File: src/rtl/cpu_pkg.sv
// Shared definitions for the MIPS core run-control slice: FSM encoding and syscall service codes.
package cpu_pkg;

  localparam int unsigned ST_W = 3;
  localparam int unsigned WORD_W = 32;
  localparam logic [WORD_W-1:0] LED_SVC_DEFAULT = 32'd34;

  typedef enum logic [ST_W-1:0] {
    ST_RUN    = 3'd0,
    ST_PAUSED = 3'd1,
    ST_STEP   = 3'd2,
    ST_RESUME = 3'd3,
    ST_HALTED = 3'd4
  } run_state_t;

endpackage

File: src/rtl/cpu_run_ctrl_if.sv
// Core-facing bundle of the run-control unit: syscall/event inputs, enable, LED and counters.
interface cpu_run_ctrl_if
  import cpu_pkg::*;
#(
  parameter int unsigned CNT_W   = 32,
  parameter int unsigned NUM_EVT = 2
);

  logic                       syscall_i;
  logic [WORD_W-1:0]          svc_code_i;
  logic [WORD_W-1:0]          svc_arg_i;
  logic [NUM_EVT-1:0]         evt_i;
  logic                       clr_i;
  logic                       pc_enable_o;
  logic                       halted_o;
  logic                       led_we_o;
  logic [WORD_W-1:0]          led_data_o;
  logic [CNT_W-1:0]           cycles_o;
  logic [NUM_EVT*CNT_W-1:0]   evt_cnt_o;

  modport master (
    output syscall_i, svc_code_i, svc_arg_i, evt_i, clr_i,
    input  pc_enable_o, halted_o, led_we_o, led_data_o, cycles_o, evt_cnt_o
  );

  modport slave (
    input  syscall_i, svc_code_i, svc_arg_i, evt_i, clr_i,
    output pc_enable_o, halted_o, led_we_o, led_data_o, cycles_o, evt_cnt_o
  );

endinterface

File: src/rtl/btn_edge_sync.sv
// Two-flop synchroniser for a raw button level plus rising-edge detect (one pulse per press).
module btn_edge_sync (
  input  logic clk,
  input  logic rst,
  input  logic btn,
  output logic ev_c
);

  logic [2:0] sh_q;

  // [0],[1] synchronise; [2] holds the previous synchronised level
  always_ff @(posedge clk or negedge rst) begin
    if (!rst) sh_q <= '0;
    else      sh_q <= {sh_q[1:0], btn};
  end

  assign ev_c = sh_q[1] & ~sh_q[2];

endmodule

File: src/rtl/cpu_run_ctrl.sv
// Run control for the single-cycle MIPS core: pause/step/halt FSM, LED syscall service,
// and cycle/event performance counters.
module cpu_run_ctrl
  import cpu_pkg::*;
#(
  parameter int unsigned       CNT_W    = 32,
  parameter int unsigned       NUM_EVT  = 2,
  parameter logic [WORD_W-1:0] LED_SVC  = LED_SVC_DEFAULT,
  parameter bit                SAT_MODE = 1'b0
)(
  input  logic            clk,
  input  logic            rst,
  input  logic            pause_btn,
  input  logic            step_btn,
  cpu_run_ctrl_if.slave   bus
);

  run_state_t        state_q, state_d;
  logic              pause_ev, step_ev;
  logic              is_led_svc_c, halt_req_c, pc_en_c;
  logic [WORD_W-1:0] led_q;
  logic [NUM_EVT:0]  cnt_inc_c;

  btn_edge_sync u_pause_sync (.clk(clk), .rst(rst), .btn(pause_btn), .ev_c(pause_ev));
  btn_edge_sync u_step_sync  (.clk(clk), .rst(rst), .btn(step_btn),  .ev_c(step_ev));

  assign is_led_svc_c = (bus.svc_code_i == LED_SVC);
  assign halt_req_c   = bus.syscall_i & ~is_led_svc_c;

  always_ff @(posedge clk or negedge rst) begin
    if (!rst) state_q <= ST_RUN;
    else      state_q <= state_d;
  end

  // Next state and commit enable; STEP/RESUME always commit, even on a halting syscall
  always_comb begin
    state_d = state_q;
    pc_en_c = 1'b0;
    unique case (state_q)
      ST_RUN: begin
        pc_en_c = ~halt_req_c;
        if (halt_req_c)    state_d = ST_HALTED;
        else if (pause_ev) state_d = ST_PAUSED;
      end
      ST_PAUSED: begin
        if (pause_ev)     state_d = ST_RUN;
        else if (step_ev) state_d = ST_STEP;
      end
      ST_STEP: begin
        pc_en_c = 1'b1;
        state_d = ST_PAUSED;
      end
      ST_HALTED: begin
        if (pause_ev) state_d = ST_RESUME;
      end
      ST_RESUME: begin
        pc_en_c = 1'b1;
        state_d = ST_RUN;
      end
      default: state_d = ST_RUN;
    endcase
  end

  always_ff @(posedge clk or negedge rst) begin
    if (!rst)               led_q <= '0;
    else if (bus.led_we_o)  led_q <= bus.svc_arg_i;
  end

  assign bus.pc_enable_o = pc_en_c;
  assign bus.halted_o    = (state_q == ST_HALTED);
  assign bus.led_we_o    = pc_en_c & bus.syscall_i & is_led_svc_c;
  assign bus.led_data_o  = led_q;

  // Channel 0 is the cycle counter; channel k+1 counts event k
  assign cnt_inc_c = {bus.evt_i & {NUM_EVT{pc_en_c}}, pc_en_c};

  for (genvar k = 0; k <= NUM_EVT; k++) begin : g_cnt
    logic [CNT_W-1:0] cnt_q;

    always_ff @(posedge clk or negedge rst) begin
      if (!rst)             cnt_q <= '0;
      else if (bus.clr_i)   cnt_q <= '0;
      else if (cnt_inc_c[k] && !(SAT_MODE && (&cnt_q)))
                            cnt_q <= cnt_q + CNT_W'(1);
    end

    if (k == 0) begin : g_cyc
      assign bus.cycles_o = cnt_q;
    end else begin : g_evt
      assign bus.evt_cnt_o[(k-1)*CNT_W +: CNT_W] = cnt_q;
    end
  end

endmodule
File: src/flat_wrapper.sv
// flat-port wrapper written by rule: the top's interface ports become plain ports
module cpu_run_ctrl_flat import cpu_pkg::*;
#(
  parameter int unsigned       CNT_W    = 32,
  parameter int unsigned       NUM_EVT  = 2,
  parameter logic [WORD_W-1:0] LED_SVC  = LED_SVC_DEFAULT,
  parameter bit                SAT_MODE = 1'b0
)
  (clk, rst, pause_btn, step_btn, bus_syscall_i, bus_svc_code_i, bus_svc_arg_i, bus_evt_i, bus_clr_i, bus_pc_enable_o, bus_halted_o, bus_led_we_o, bus_led_data_o, bus_cycles_o, bus_evt_cnt_o);
  cpu_run_ctrl_if #(.CNT_W(CNT_W), .NUM_EVT(NUM_EVT)) bus_i ();
  input  logic clk;
  input  logic rst;
  input  logic pause_btn;
  input  logic step_btn;
  input wire logic [$bits(bus_i.syscall_i)-1:0] bus_syscall_i;
  input wire logic [$bits(bus_i.svc_code_i)-1:0] bus_svc_code_i;
  input wire logic [$bits(bus_i.svc_arg_i)-1:0] bus_svc_arg_i;
  input wire logic [$bits(bus_i.evt_i)-1:0] bus_evt_i;
  input wire logic [$bits(bus_i.clr_i)-1:0] bus_clr_i;
  output wire logic [$bits(bus_i.pc_enable_o)-1:0] bus_pc_enable_o;
  output wire logic [$bits(bus_i.halted_o)-1:0] bus_halted_o;
  output wire logic [$bits(bus_i.led_we_o)-1:0] bus_led_we_o;
  output wire logic [$bits(bus_i.led_data_o)-1:0] bus_led_data_o;
  output wire logic [$bits(bus_i.cycles_o)-1:0] bus_cycles_o;
  output wire logic [$bits(bus_i.evt_cnt_o)-1:0] bus_evt_cnt_o;
  assign bus_i.syscall_i = bus_syscall_i;
  assign bus_i.svc_code_i = bus_svc_code_i;
  assign bus_i.svc_arg_i = bus_svc_arg_i;
  assign bus_i.evt_i = bus_evt_i;
  assign bus_i.clr_i = bus_clr_i;
  assign bus_pc_enable_o = bus_i.pc_enable_o;
  assign bus_halted_o = bus_i.halted_o;
  assign bus_led_we_o = bus_i.led_we_o;
  assign bus_led_data_o = bus_i.led_data_o;
  assign bus_cycles_o = bus_i.cycles_o;
  assign bus_evt_cnt_o = bus_i.evt_cnt_o;
  cpu_run_ctrl #(.CNT_W(CNT_W), .NUM_EVT(NUM_EVT), .LED_SVC(LED_SVC), .SAT_MODE(SAT_MODE)) u_core (.clk(clk), .rst(rst), .pause_btn(pause_btn), .step_btn(step_btn), .bus(bus_i));
endmodule
File: config.mk
export PLATFORM = sky130hd
export DESIGN_NAME = cpu_run_ctrl_flat
export DESIGN_NICKNAME = d
export VERILOG_FILES = /design/src/rtl/cpu_pkg.sv /design/src/rtl/cpu_run_ctrl_if.sv /design/src/rtl/btn_edge_sync.sv /design/src/rtl/cpu_run_ctrl.sv /design/src/flat_wrapper.sv
export SDC_FILE = /design/constraint.sdc
export NUM_CORES = 1
export LEC_CHECK = 0
export CAP_MARGIN = 20
export CORE_UTILIZATION = 45
export CTS_BUF_LIST = sky130_fd_sc_hd__clkbuf_4
export DETAILED_ROUTE_END_ITERATION = 7
export DONT_BUFFER_PORTS = 1
export PLACE_DENSITY_LB_ADDON = 0.12
export SETUP_SLACK_MARGIN = 0.2
export SLEW_MARGIN = 20
export SYNTH_ARGS = -nofsm -noshare
export SYNTH_HDL_FRONTEND = slang
export SYNTH_HIERARCHICAL = 1
export SYNTH_SLANG_ARGS = --single-unit
File: constraint.sdc
create_clock -name clk -period 2.3 [get_ports clk]
set_input_delay 0.46 -clock clk [delete_from_list [all_inputs] [get_ports clk]]
set_output_delay 0.46 -clock clk [all_outputs]
set_load 0.02 [all_outputs]
Word-level counts from Yosys, hierarchy flattened
Cells that the tools add are included.
Word-level totals
  bits in registers: 137
  input port bits: 72
  output and inout port bits: 131
  word-level logic and storage cells: 47
Operators by class
  add/sub/neg operators: 3
  eq/ne operators: 8
  muxes and demuxes: 13
  bitwise operators: 10
  reductions and logical operators: 6
Operators with widths (number)
  $mux W32: 6
  $add A32 B1 Y32 const B: 3
  $eq A32 B6 Y1 const B: 1
  $mux W3: 5
  $pmux W3 S4: 1
  $eq A3 B2 Y1 const B: 2
  $ne A3 B1 Y1 const B: 2
  $reduce_bool A2 Y1: 3
  $and A1 B1 Y1: 5
  $not A1 Y1: 4
  $eq A3 B1 Y1 const B: 1
  $eq A3 B3 Y1 const B: 1
  $logic_not A3 Y1: 1
  $reduce_and A3 Y1: 1
  $and A2 B2 Y2: 1
  $ne A2 B1 Y1 const B: 1
  $pmux W1 S2: 1
  $reduce_or A2 Y1: 1

Depth between registers and ports, before layout
Gate-level depths: netlist (run 1).
  word-level depth: 8
  depth in mapped cells: 8
  mapped depth without buffers: 7

Hierarchy
Netlist (run 1), hierarchy kept.
By module, submodules not included
  cpu_run_ctrl: times used 1, cells each 630, area an instance 6477.5 µm², sequential area each 3278.1 µm²
  btn_edge_sync: times used 2, cells each 4, area an instance 88.8 µm², sequential area each 75.1 µm²

Worst setup path after synthesis (run 1)
Ideal clock, no wire load.
  path kind: input-to-reg
  start: in bus_svc_code_i[0]
  end: reg u_core.led_q[10] (netlist: u_core/bus.led_data_o[10])
  library setup time: 0.128 ns
  data arrival time: 2.073 ns
  required time: 2.172 ns
  path slack: 0.099 ns
  stages on the path: 6
  path buffers: 1
  path through: nor4b_1 -> nand4_1 -> or2_1 -> nor4b_4 -> buf_2 -> mux2_1
On the way
  word-level cells in the longest chain between the ends: 7
Ends and longest elaborated chain
  start: declaration: RTL line flat_wrapper.sv:16  | input wire logic [$bits(bus_i.svc_code_i)-1:0] bus_svc_code_i;
  $eq A32 B6 Y1 (*): RTL line cpu_run_ctrl.sv:27  | assign is_led_svc_c = (bus.svc_code_i == LED_SVC);
  $not A1 Y1: RTL line cpu_run_ctrl.sv:28  | assign halt_req_c = bus.syscall_i & ~is_led_svc_c;
  $and A1 B1 Y1: RTL line cpu_run_ctrl.sv:28
  $not A1 Y1: RTL line cpu_run_ctrl.sv:41  | pc_en_c = ~halt_req_c;
  $pmux W1 S2: RTL line cpu_run_ctrl.sv:39  | unique case (state_q)
  $and A1 B1 Y1: RTL line cpu_run_ctrl.sv:71  | assign bus.led_we_o = pc_en_c & bus.syscall_i & is_led_svc_c;
  $and A1 B1 Y1 (*): RTL line cpu_run_ctrl.sv:71
  end signal: assignment: RTL line cpu_run_ctrl.sv:66  | else if (bus.led_we_o) led_q <= bus.svc_arg_i;
  end: declaration: RTL line cpu_run_ctrl.sv:21  | logic [WORD_W-1:0] led_q;
Every way passes the cells marked *; elsewhere a longest branch is shown, timed or not.
A chain may end at the register's enable or synchronous reset.

Worst setup path after layout (run 1)
  start: in bus_svc_code_i[26]
  end: out bus_led_we_o
On the way
  word-level cells in the longest chain between the ends: 7
Ends and longest elaborated chain
  $eq A32 B6 Y1 (*): RTL line cpu_run_ctrl.sv:27
  $not A1 Y1: RTL line cpu_run_ctrl.sv:28
  $and A1 B1 Y1: RTL line cpu_run_ctrl.sv:28
  $not A1 Y1: RTL line cpu_run_ctrl.sv:41
  $pmux W1 S2: RTL line cpu_run_ctrl.sv:39
  $and A1 B1 Y1: RTL line cpu_run_ctrl.sv:71
  $and A1 B1 Y1 (*): RTL line cpu_run_ctrl.sv:71
  end: declaration: RTL line flat_wrapper.sv:22  | output wire logic [$bits(bus_i.led_we_o)-1:0] bus_led_we_o;
Marks and branches as above.

==> results.json, run 1 <==
{
  "status": "complete, but fails checks",
  "failed_checks": "hold timing",
  "cp_data_required_time_ps": 1840,
  "worstMarginPinSlew_ps": 393,
  "synth_top_area_frac": 0.515,
  "antenna_found_initial": 0,
  "start_util": 0.460,
  "p_leak_nw": 3.85,
  "drt-initial-drc-count": 361,
  "synth-main-ff-cell": "dfrtp_1",
  "yosysSeqAreaShare": 0.515,
  "cp-start-kind": "input port",
  "area.growth.synth_to_final_pct": 26.3,
  "viasPerCell": 5.79,
  "report.final.slew_viol_count": 0,
  "clk_latency_ps": 540,
  "max_freq_ghz": 0.452,
  "fp.dieW_um": 124,
  "globalplace.congestion": 0.836,
  "synth_seq_cells": 137,
  "power_frac_comb": 0.219,
  "postLayoutCoreUtil": 0.580,
  "grt_pass1_vias": 5318,
  "synth-async-reset-ratio": 1.00,
  "grt-ovfl-total": 0,
  "hold_viol_final": 137,
  "pin_count": 203,
  "crit_type": "input port to primary output",
  "p_int_mw": 3.50,
  "cp_max_fo": 5,
  "syn_area_um2": 6660,
  "cts_buffer_depth": 2,
  "ant_nets": 0,
  "setup_viol": 0,
  "drc": 0,
  "power.density_nw_per_um2": 619,
  "drt-pass1-iter-count": 5,
  "num_vias": 5431,
  "rsz0062_at_grt": "yes",
  "fin_skew_ps": 17.7,
  "syn-num-nets": 713,
  "io_buffer_count": 0,
  "row_count": 44,
  "synth_edf_count": 0,
  "fin_hold_ws_ps": -407,
  "seqPwrFrac": 0.488,
  "cts_root_buffer": "clkbuf_4",
  "cts_tree": "yes",
  "peakVddDrop_v": 0.000384,
  "p_switching_mw": 1.69,
  "synthCells": 638,
  "num-nets-final": 817,
  "hold_path_class": "input port to asynchronous set/reset pin",
  "yosysTopAreaCell": "dfrtp_1",
  "wire_per_inst_um": 20.0,
  "grt_pass1_wl_mm": 28.0,
  "period_share": 0.962,
  "postCtsHoldBufs": 27,
  "yosysWarningCount": 6,
  "dp_hpwl_mm": 11.4,
  "synth_area_leaders": "dfrtp_1 (52%), xor2_1 (9.2%), nor2_1 (5.5%)",
  "htree_levels": 4,
  "arrival_ps": 1750,
  "die_h_um": 124,
  "cap_viol_max_count": 0,
  "total_power_mw": 5.20,
  "core_area_um2": 14500,
  "synth_cell_type_count": 43,
  "slew_headroom": 0.738,
  "cts_buffers": 17,
  "layout-drive-gt1-share": 0.227,
  "n_antenna_cell": 0,
  "pwr-share-clk": 0.292,
  "grt_util_all_layers": 0.241,
  "synth_area_per_cell_um2": 10.4,
  "p_sw_frac": 0.326,
  "grt_max_degree": 138,
  "finalCriticalPeriod_ps": 2210,
  "drt_wl_total_mm": 18.8,
  "endpoint_kind": "primary output",
  "die-area_um2": 15300,
  "cts.sinks": 137,
  "clk_pin_slew_worst_paths_ps": 140
}
through the flow:
| stage | setup WS, ps | TNS [ps] | std cells | instance area, µm² |
|---|---|---|---|---|
| after floorplan | 134 | 0 | 638 | 6740 |
| after global placement | 81.1 | 0 | 855 | 7420 |
| after detailed placement | -19.6 | -21.9 | 855 | 7420 |
| after CTS | 151 | 0 | 932 | 8260 |
| after global routing | 54.6 | 0 | 938 | 8400 |
| final | 87.2 | 0 | 938 | 8400 |
layer usage:
metal | wire, µm | vias up | GRT usage
li1 | - | 2516 | -
met1 | 8190 | 2741 | 0.320
met2 | 9400 | 159 | 0.393
met3 | 994 | 15 | 0.0522
met4 | 207 | 0 | 0.0745
met5 | 0 | - | 0
cell families after synthesis:
kind of cell	synth area share
compound gates	0.0731
mux	0.0620
xor+xnor	0.0961
buf+inv	0.0259
simple gates	0.222
flops	0.515
fa+ha+maj	0.00564
layout by cell type (no fill, tap or decap), drive strengths merged, types with 6 or more instances in the layout:
cell,n
o2111ai,30
nand2,13
dlygate4sd3,26
nand4,41
nor2,98
o21ai,16
dfrtp,137
clkbuf,18
and3,27
mux2,34
nand3,32
nor4,7
xor2,70
a21oi,17
and4,9
buf,92
nor2b,6
or3,18
and2,12
inv,13
synth_stat cells (2+ instances only):
| library cell | number |
|---|---|
| or3_1 | 18 |
| dfrtp_1 | 137 |
| and4_1 | 9 |
| o21ai_0 | 16 |
| o31ai_1 | 2 |
| nand2_1 | 13 |
| nor3_1 | 3 |
| inv_1 | 6 |
| nor2b_4 | 2 |
| o2111ai_1 | 30 |
| xnor2_1 | 3 |
| ha_1 | 3 |
| mux2_2 | 5 |
| xor2_1 | 70 |
| nor2_1 | 98 |
| buf_2 | 6 |
| and3_1 | 27 |
| nor2b_1 | 4 |
| nor4_1 | 7 |
| nor4b_1 | 2 |
| mux2i_1 | 3 |
| and2_1 | 12 |
| nand3_1 | 31 |
| clkbuf_1 | 29 |
| nand4_1 | 40 |
| a21oi_1 | 17 |
| mux2_1 | 29 |
critical path: stages:
cell and delay [ps]:
nor4_4 270, nand4_1 200, or2_4 290, nor4b_4 340
buf_12 180
area by class of cell:
| cell class | count | area (µm²) |
|---|---|---|
| Clock buffer | 17 | 128 |
| Tap cell | 184 | 230 |
| Inverter | 6 | 22.5 |
| Timing Repair Buffer | 122 | 1190 |
| Sequential cell | 137 | 3430 |
| Multi-Input combinational cell | 458 | 3260 |
| Fill cell | 1262 | 6070 |
| Clock inverter | 14 | 139 |
power by group through the flow:
stage	combinational, mW	clock (mW)	sequential (mW)
final	1.14	1.52	2.54
after detailed placement	0.779	0	2.62
after floorplan	0.515	0	2.57
after global routing	1.23	1.67	2.55
after global placement	0.771	0	2.62
after CTS	1.10	1.58	2.54
path summary, 6_finish.rpt:
kind | cells past startpoint | start | slack, ps | to
max | 5 | bus_svc_code_i[26] | 90 | bus_led_we_o
min | 0 | rst | -410 | u_core/bus.led_data_o[30]
max reg2reg | 9 | u_core/state_q[1] | 250 | u_core/g_cnt[2].cnt_q[12]
min reg2reg | 0 | u_core/u_step_sync/sh_q[0] | 370 | u_core/u_step_sync/sh_q[1]
max in group asynchronous | 0 | rst | 2530 | u_core/g_cnt[2].cnt_q[15]
min in group clk | 1 | bus_svc_arg_i[6] | 60 | u_core/bus.led_data_o[6]
flip-flops by register name (all words and copies together) (netlist names):
signal and cells:
u_core/state_q 3, u_core/bus.cycles_o 32, u_core/g_cnt.cnt_q 64, u_core/u_step_sync/sh_q 3
u_core/bus.led_data_o 32, u_core/u_pause_sync/sh_q 3
timing repair:
item	4_1_cts	5_1_grt
gates resized for setup	13	21
endpoints found under the setup margin	5	55
cloned	4	2
endpoints found under the hold margin	257	137
pin swaps	3	8
setup buffers	15	4
Power figures use the tool's default switching activity.
==> run 2, diff against run 1 <==
PLACE_DENSITY = 0.61   (was unset)
PLACE_DENSITY_LB_ADDON = unset   (was 0.12)
==> run 2 against run 1 <==
Effect of this change: the run still ends with hold timing left; largest power group unchanged; clock power up 11%; sequential power is essentially flat; die area did not move; critical endpoint is now bus_pc_enable_o; largest cell class unchanged; global-route usage up 0.14 points; register-to-register slack lost 60 ps; clock skew fell by 4.5 ps.
==> results.json, run 2 (synthesis gave the netlist of run 1 again) <==
{
  "seqPwrFrac": 0.475,
  "grt_util_all_layers": 0.243,
  "ant_nets": 0,
  "p_sw_frac": 0.323,
  "setup_viol": 0,
  "hold_viol_final": 137,
  "worstMarginPinSlew_ps": 396,
  "crit_type": "input port to primary output",
  "fp.dieW_um": 124,
  "hold_path_class": "input port to asynchronous set/reset pin",
  "pwr-share-clk": 0.315,
  "fin_skew_ps": 13.2,
  "dp_hpwl_mm": 11.4,
  "status": "complete, but fails checks",
  "fin_hold_ws_ps": -417,
  "wire_per_inst_um": 19.8,
  "antenna_found_initial": 1,
  "fin_cells": 942,
  "grtUsageMet1": 0.299,
  "drc": 0,
  "finalCriticalPeriod_ps": 2170,
  "area.growth.synth_to_final_pct": 26.7,
  "grt_pass1_wl_mm": 28.2,
  "p_switching_mw": 1.72,
  "cap_viol_max_count": 0,
  "peakVddDrop_v": 0.000414,
  "fin_area_um2": 8430,
  "grt_pass1_vias": 5409,
  "drt-pass1-iter-count": 5,
  "row_count": 44,
  "drt_wl_total_mm": 18.7,
  "p_int_mw": 3.61,
  "cts.sinks": 137,
  "p_leak_nw": 3.85,
  "failed_checks": "hold timing",
  "period_share": 0.944,
  "globalplace.congestion": 0.819,
  "top_register": "u_core/g_cnt.cnt_q",
  "reg2reg_from": "u_core/state_q[1]",
  "met3_usage": 0.0792,
  "slew_headroom": 0.735,
  "die-area_um2": 15300,
  "cts_tree": "yes",
  "grt-ovfl-total": 0,
  "num-nets-final": 819,
  "num_vias": 5468,
  "cts_buffer_depth": 2,
  "grt_max_degree": 138,
  "die_h_um": 124,
  "final_cell_mix": "dfrtp_1 (130), nor2_1 (93), buf_4 (76)",
  "io_buffer_count": 0,
  "busiest_layer": "met2",
  "core_area_um2": 14500,
  "cp_max_fo": 4,
  "placed_cell_area_um2": 7450,
  "clk_pin_slew_worst_paths_ps": 130,
  "rsz0062_at_grt": "yes",
  "drt-initial-drc-count": 448,
  "report.final.slew_viol_count": 0,
  "cts_root_buffer": "clkbuf_4",
  "start_util": 0.460,
  "arrival_ps": 1710,
  "met2_usage": 0.402,
  "largest_reg_flops": 64,
  "cp-start-kind": "input port",
  "viasPerCell": 5.80,
  "layout-drive-gt1-share": 0.222,
  "setup-tns-final_ps": 0,
  "crit_path_start": "bus_svc_code_i[2]",
  "clk_latency_ps": 550,
  "power.density_nw_per_um2": 633,
  "layout_commonest_cell": "dfrtp_1",
  "max_freq_ghz": 0.460,
  "pin_count": 203,
  "power_frac_comb": 0.210,
  "cp_data_required_time_ps": 1840,
  "htree_levels": 4,
  "placed_cells": 857,
  "cts_buffers": 17,
  "endpoint_kind": "primary output"
}
run 2: cell types whose count changed in the layout (fill, tap and decap cells not counted), sizes merged:
cell         change
bufinv           +1
clkinvlp         -1
buf              -4
diode            +1
dlygate4sd3      +6
clkinv           -2
inv              +3
run 2: cell type report:
type	instances	area, µm²
inverter	6	22.5
timing repair buffer	124	1220
clock inverter	15	174
multi-input combinational	458	3220
antenna	1	2.50
sequential	137	3440
clock buffer	17	128
fill	1273	6050
tap	184	230
run 2: power by group through the flow:
stage	Clock, mW	Combinational (mW)	Sequential (mW)
6_report	1.68	1.12	2.53
5_1_grt	1.83	1.18	2.54
4_1_cts	1.73	1.06	2.53
3_5_place_dp	0	0.796	2.61
3_3_place_gp	0	0.788	2.61
2_1_floorplan	0	0.515	2.57
run 2: critical path: stages:
cell and delay, ps:
nor4b_2 280, nand4_1 180, buf_4 200, o221ai_4 170
buf_12 140, and2_4 150, buf_4 140
run 2: timing repair:
item,CTS,global route
resized for setup,9,18
setup endpoints to repair,4,33
endpoints found under the hold margin,253,147
buffers inserted,11,2
pin swaps,3,3
hold buffers,23,10
gates cloned,4,2
run 2: metrics by stage:
stage,utilization,worst slack [ps],power [mW],hold WS (ps)
after floorplan,-,134,3.09,164
after global placement,0.515,14.8,3.39,169
after detailed placement,0.515,4.42,3.41,170
after CTS,0.569,103,5.33,-463
after global routing,0.582,58.5,5.55,-486
final,0.582,128,5.33,-417
run 2: final timing paths:
check,end,cells after the start,slack [ps]
setup / recovery,bus_pc_enable_o,7,130
hold / removal,u_core/bus.led_data_o[24],0,-420
setup reg to reg,u_core/g_cnt[1].cnt_q[7],8,190
hold reg to reg,u_core/u_pause_sync/sh_q[1],0,380
max in group asynchronous,u_core/bus.cycles_o[10],0,2440
min in group clk,u_core/bus.led_data_o[0],1,60
run 2: routing by layer:
layer	wire length, µm	share of wire
met5	0	0
met4	186	0.010
met3	1180	0.063
met2	9540	0.51
met1	7770	0.42
